<file path="config.mk">
export PLATFORM = sky130hd
export DESIGN_NAME = fixed_point_slow_axpy
export DESIGN_NICKNAME = d
export VERILOG_FILES = /design/src/rtl/fixed_point_slow_axpy.sv
export SDC_FILE = /design/constraint.sdc
export NUM_CORES = 1
export LEC_CHECK = 0
export ABC_AREA = 1
export BUFFER_PORTS_ARGS = -buffer_cell sky130_fd_sc_hd__buf_2
export CAP_MARGIN = 20
export CELL_PAD_IN_SITES_DETAIL_PLACEMENT = 1
export CELL_PAD_IN_SITES_GLOBAL_PLACEMENT = 1
export CORE_ASPECT_RATIO = 0.9
export CORE_MARGIN = 4
export CORE_UTILIZATION = 45
export CTS_BUF_LIST = sky130_fd_sc_hd__clkbuf_4
export DETAILED_ROUTE_END_ITERATION = 10
export GPL_TIMING_DRIVEN = 0
export PLACE_DENSITY_LB_ADDON = 0.05
export SLEW_MARGIN = 20
export SYNTH_ARGS = -nofsm -noshare
export SYNTH_HDL_FRONTEND = slang
export SYNTH_SLANG_ARGS = --single-unit
</file>
<file path="constraint.sdc">
create_clock -name clk_in -period 15.7 [get_ports clk_in]
set_input_delay 1.57 -clock clk_in [delete_from_list [all_inputs] [get_ports clk_in]]
set_output_delay 1.57 -clock clk_in [all_outputs]
set_load 0.02 [all_outputs]
</file>
<file path="src/rtl/fixed_point_slow_axpy.sv">
// fixed_point_slow_axpy
//   Serial fixed-point vector update P = alpha*X + Y, one element per clock,
//   sharing a single multiplier. The operands are latched on accept, so the
//   input ports are free to change while the vector is being computed.
//
// Optional build macro:
//   FIXED_POINT_SLOW_AXPY_SAT_EN  defined   -> saturate the product and the sum
//                                 undefined -> two's-complement wrap of the sum
//
// Ports:
//   clk_in     clock
//   rst_in     synchronous active-high reset
//   alpha      signed scalar, A_WIDTH bits, A_FRAC_BITS fractional
//   X          N signed elements, B_WIDTH bits, B_FRAC_BITS fractional
//   Y          N signed elements, P_WIDTH bits, P_FRAC_BITS fractional
//   valid_in   operands valid
//   ready_out  block can accept operands (IDLE)
//   P          N signed result elements, P_WIDTH bits
//   valid_out  P complete and valid (DONE)
//   ready_in   downstream accepts P
//
// States:
//   S_IDLE | waiting for operands, ready_out=1
//   S_RUN  | computing element idx_q, one per clock
//   S_DONE | result held, valid_out=1 until ready_in
module fixed_point_slow_axpy #(
  parameter  int A_WIDTH         = 16,
  parameter  int A_FRAC_BITS     = 14,
  parameter  int B_WIDTH         = 16,
  parameter  int B_FRAC_BITS     = 14,
  parameter  int P_FRAC_BITS     = 14,
  parameter  int N               = 3,
  localparam int EXTRA_FRAC_BITS = A_FRAC_BITS + B_FRAC_BITS - P_FRAC_BITS,
  localparam int P_WIDTH         = A_WIDTH + B_WIDTH - EXTRA_FRAC_BITS
) (
  input  logic                             clk_in,
  input  logic                             rst_in,
  input  logic signed [A_WIDTH-1:0]        alpha,
  input  logic signed [N-1:0][B_WIDTH-1:0] X,
  input  logic signed [N-1:0][P_WIDTH-1:0] Y,
  input  logic                             valid_in,
  output logic                             ready_out,
  output logic signed [N-1:0][P_WIDTH-1:0] P,
  output logic                             valid_out,
  input  logic                             ready_in
);

  localparam int PROD_W = A_WIDTH + B_WIDTH;
  localparam int IDX_W  = $clog2(N);
  localparam logic [IDX_W-1:0] LAST_IDX = IDX_W'(N - 1);

  typedef enum logic [1:0] {
    S_IDLE = 2'd0,
    S_RUN  = 2'd1,
    S_DONE = 2'd2
  } state_t;

  state_t                     state_q, state_d;
  logic [IDX_W-1:0]           idx_q, idx_d;
  logic                       load;
  logic                       wr_en;

  logic [A_WIDTH-1:0]         alpha_q;
  logic [N-1:0][B_WIDTH-1:0]  x_q;
  logic [N-1:0][P_WIDTH-1:0]  y_q;
  logic [N-1:0][P_WIDTH-1:0]  p_q;

  logic signed [PROD_W-1:0]   prod;
  logic signed [PROD_W-1:0]   prod_sh;
  logic [P_WIDTH-1:0]         prod_p;
  logic [P_WIDTH-1:0]         y_el;
  logic [P_WIDTH-1:0]         elem_res;

  // ---------------- control FSM ----------------
  always_ff @(posedge clk_in) begin
    if (rst_in) begin
      state_q <= S_IDLE;
      idx_q   <= '0;
    end else begin
      state_q <= state_d;
      idx_q   <= idx_d;
    end
  end

  always_comb begin
    state_d = state_q;
    idx_d   = idx_q;
    load    = 1'b0;
    wr_en   = 1'b0;
    case (state_q)
      S_IDLE: begin
        if (valid_in) begin
          load    = 1'b1;
          idx_d   = '0;
          state_d = S_RUN;
        end
      end
      S_RUN: begin
        wr_en = 1'b1;
        if (idx_q == LAST_IDX) begin
          idx_d   = '0;
          state_d = S_DONE;
        end else begin
          idx_d = idx_q + 1'b1;
        end
      end
      S_DONE: begin
        if (ready_in) state_d = S_IDLE;
      end
      default: begin
        state_d = S_IDLE;
        idx_d   = '0;
      end
    endcase
  end

  assign ready_out = (state_q == S_IDLE);
  assign valid_out = (state_q == S_DONE);

  // ---------------- datapath ----------------
  always_comb begin
    prod    = $signed(alpha_q) * $signed(x_q[idx_q]);
    // Arithmetic shift: floor rounding toward -inf.
    prod_sh = prod >>> EXTRA_FRAC_BITS;
    y_el    = y_q[idx_q];
  end

`ifdef FIXED_POINT_SLOW_AXPY_SAT_EN
  localparam logic signed [PROD_W-1:0] PROD_MAX =
    {{(PROD_W - P_WIDTH + 1){1'b0}}, {(P_WIDTH - 1){1'b1}}};
  localparam logic signed [PROD_W-1:0] PROD_MIN =
    {{(PROD_W - P_WIDTH + 1){1'b1}}, {(P_WIDTH - 1){1'b0}}};

  logic [P_WIDTH:0] sum;

  always_comb begin
    if (prod_sh > PROD_MAX)      prod_p = {1'b0, {(P_WIDTH - 1){1'b1}}};
    else if (prod_sh < PROD_MIN) prod_p = {1'b1, {(P_WIDTH - 1){1'b0}}};
    else                         prod_p = prod_sh[P_WIDTH-1:0];

    sum = {prod_p[P_WIDTH-1], prod_p} + {y_el[P_WIDTH-1], y_el};

    // Overflow when the guard bit disagrees with the result sign bit.
    if (sum[P_WIDTH] != sum[P_WIDTH-1])
      elem_res = sum[P_WIDTH] ? {1'b1, {(P_WIDTH - 1){1'b0}}}
                              : {1'b0, {(P_WIDTH - 1){1'b1}}};
    else
      elem_res = sum[P_WIDTH-1:0];
  end
`else
  // The guard bit of the widened sum is discarded by the wrap, so the add
  // is done directly at P_WIDTH.
  always_comb begin
    prod_p   = prod_sh[P_WIDTH-1:0];
    elem_res = prod_p + y_el;
  end
`endif

  always_ff @(posedge clk_in) begin
    if (rst_in) begin
      alpha_q <= '0;
      x_q     <= '0;
      y_q     <= '0;
      p_q     <= '0;
    end else begin
      if (load) begin
        alpha_q <= alpha;
        x_q     <= X;
        y_q     <= Y;
      end
      if (wr_en) p_q[idx_q] <= elem_res;
    end
  end

  assign P = p_q;

endmodule

</file>
==> impl_metrics.py <==
metrics = {
    "placed_design": {
        "dp_cells": 3142,
        "place_congestion": 0.9463,
        "place_area_um2": 19570,
        "hpwl_um": 52960,
        "portBuffers": 177,
    },
    "logic_synthesis": {
        "syn_area_per_cell_um2": 7.406,
        "yosys_warnings": 0,
        "synth_top_cell_by_area": "fa_1",
        "syn_nets": 2913,
        "ys_seq_elements": 176,
        "synth_edf_count": 0,
        "synth_cell_type_count": 43,
        "synth_cells": 2433,
        "yosys-top-cells-area": "fa_1 (29%), dfxtp_1 (20%), inv_1 (11%), nand2_1 (9.4%), nor2_1 (7.4%)",
        "netlist_area_um2": 18020,
        "async_flop_share_pct": 0,
        "synth.most_common_cell": "inv_1",
        "synthFlopType": "dfxtp_1",
        "synth_common_cells": "inv_1 (529), nand2_1 (453), nor2_1 (353)",
        "yosysSeqAreaShare_pct": 19.55,
        "synth_top_area_share_pct": 29.11,
    },
    "worst_setup_path": {
        "critPathCaptureType": "flip-flop",
        "start_kind": "flip-flop",
        "reg2reg_depth": 36,
        "required_ns": 16.23,
        "r2r_start": "idx_q[1]$_SDFFE_PP0P_",
        "reg2reg_slack_ns": 6.54,
        "path_class": "reg2reg",
        "cp_slowest_cell": "fa_1",
        "crit_top_cell": "fa_1",
        "crit_start": "idx_q[1]$_SDFFE_PP0P_",
        "arrival_ns": 9.69,
        "crit_fanout": 10,
        "rr_endpoint": "P[14]$_SDFFE_PP0P_",
        "cp_slowest_stage_delay_ns": 0.61,
    },
    "detailed_routing": {
        "wl_um": 61840,
        "drt-initial-drc-count": 930,
        "drt-vias-per-instance": 5.120,
        "ant_nets": 0,
        "via_count": 16257,
        "drtPass1Iterations": 5,
        "drcViolationCount": 0,
        "detail_route.wl_per_cell_um": 19.48,
    },
    "layout": {
        "num-nets-final": 3109,
        "final_cells": 3175,
        "syn_to_final_growth_pct": 10.38,
        "drive_gt1_share_pct": 10.48,
        "fin_area_um2": 19890,
    },
    "global_routing": {
        "grt_max_degree": 21,
        "grt_first_pass_wirelength_um": 98530,
        "grt.total_usage_pct": 29.43,
        "grt-ovfl-total": 0,
        "first_global_vias": 17779,
        "antenna_found_initial": 2,
    },
    "sta": {
        "worstMarginPinSlew_ns": 0.9755,
        "finalHoldViolCount": 0,
        "rsz0062_at_grt": "no",
        "timing.setup.tns_ns": 0,
        "maxSlewHeadroom_pct": 34.97,
        "fin_skew_ns": 0.03234,
        "period_needed_ns": 9.160,
        "max_freq_mhz": 109.2,
        "maxSlewViolCount": 0,
        "final.period_utilization_pct": 58.34,
        "setup_violations": 0,
    },
    "clock_network": {
        "cts_hold_buf": 0,
        "cts_buffer_depth": 2,
        "cts_resized": 0,
        "cts.sinks": 176,
        "clockRootBuffer": "clkbuf_4",
        "numCtsBuffers": 17,
        "clk_latency_ns": 0.64,
        "clkTransAtPathRegs_ns": 0.17,
        "htreeDepth": 4,
        "cts_tree": "done",
        "cts_setup_buffers": 0,
    },
    "power_and_ir_drop": {
        "peakVddDrop_v": 0.0001157,
        "p_leak_nw": 11.17,
        "p_per_area_nw_per_um2": 126.6,
    },
    "floorplan": {
        "io_pins": 178,
        "die_w_um": 218.9,
        "initial_core_util_pct": 45.57,
        "num_rows": 69,
        "die_area_um2": 43310,
        "core-area_um2": 39540,
        "die_h_um": 197.8,
    },
    "run_status": {
        "status": "finished clean",
    },
    "hold_path": {
        "hold_start": "x_q[15]$_SDFFE_PP0P_",
        "holdPathEnd": "x_q[15]$_SDFFE_PP0P_",
        "min_path_cells": 2,
        "hp-class": "reg2reg",
    },
    "run": {
        "drv_cap": 0,
    },
}
[sequential cells by signal, summed over array words and instances (netlist names)]
register and count:
y_q 54, x_q 48, state_q 2, idx_q 2
alpha_q 16, P 54
[power by group]
group	internal [W]	switching (W)	total (W)
Clock	0.0000752	0.000196	0.000271
Sequential	0.000488	0.0000251	0.000513
Combinational	0.000581	0.00115	0.00173
[cells by family after synthesis]
family | count (synthesis) | share of synthesized area [%]
adders and majority gates | 358 | 35.77
AOI/OAI and AO/OA | 326 | 9.846
xor gates and xnor gates | 21 | 1.021
DFF | 176 | 19.55
and+or+nand+nor | 913 | 20.23
buffers and inverters | 639 | 13.58
[cells in the final DEF (no fill, tap or decap), types with 4 or more instances in the layout]
master	Yosys	final
fa_1	262	262
nor3_1	7	7
buf_2	32	209
inv_2	4	4
nand3_1	63	63
nor2_1	353	353
nand2_1	453	453
buf_1	5	5
clkbuf_4	0	17
o21a_1	5	5
a31oi_1	8	8
clkbuf_1	67	67
clkinv_8	0	8
dfxtp_1	176	176
o21ai_0	189	189
o211ai_1	20	20
xor2_1	18	18
inv_1	529	529
o21ai_1	4	4
a21o_1	8	8
ha_1	96	96
or2_2	15	15
a21oi_1	79	79
nand4_1	8	8
[layer usage]
metal | wire (µm) | up-vias | track usage, %
met5 | 0 | - | 0
met4 | 1836 | 0 | 8.402
met3 | 3093 | 89 | 4.266
met2 | 29540 | 393 | 50.14
met1 | 27370 | 8113 | 39.29
li1 | - | 7662 | -
[worst max-delay path: cells and delay by family (launching register included)]
kind                     cells  cell delay, ns
AO/OA/AOI/OAI                2            0.22
flip-flops                   1            0.57
XOR/XNOR                     1            0.29
adder cells (fa/ha/maj)      9            4.19
buffers and inverters        7            1.11
AND/OR/NAND/NOR             17            2.65
[stage by stage]
stage / hold WS [ns] / worst slack [ns] / total power, W / util [%]
finish: 0.4981 / 6.540 / 0.002518 / 50.30
global route: 0.5122 / 6.005 / 0.002764 / 50.30
CTS: 0.4954 / 6.547 / 0.002533 / 50.30
detailed placement: 0.4725 / 6.679 / 0.002239 / 49.50
global placement: 0.4428 / 6.830 / 0.002180 / 49.50
floorplan: 0.4240 / 8.319 / 0.001702 / -
[layout make-up]
| cell class | count | area (µm²) |
|---|---|---|
| Inverter | 533 | 2001 |
| Buffer | 106 | 446.7 |
| Timing Repair Buffer | 177 | 885.9 |
| Multi-Input combinational cell | 1618 | 12050 |
| Clock buffer | 17 | 127.6 |
| Clock inverter | 15 | 188.9 |
| Sequential cell | 176 | 3523 |
| Tap cell | 532 | 665.6 |
| Fill cell | 5186 | 19650 |
| Antenna cell | 1 | 2.502 |
[worst max path at each step]
stage	end	slack, ns
2_1_floorplan	P[12]$_SDFFE_PP0P_	8.32
3_3_place_gp	P[14]$_SDFFE_PP0P_	6.83
3_5_place_dp	P[14]$_SDFFE_PP0P_	6.68
4_1_cts	P[14]$_SDFFE_PP0P_	6.55
5_1_grt	P[14]$_SDFFE_PP0P_	6.01
6_report	P[14]$_SDFFE_PP0P_	6.54
(Power assumes the default switching activity.)
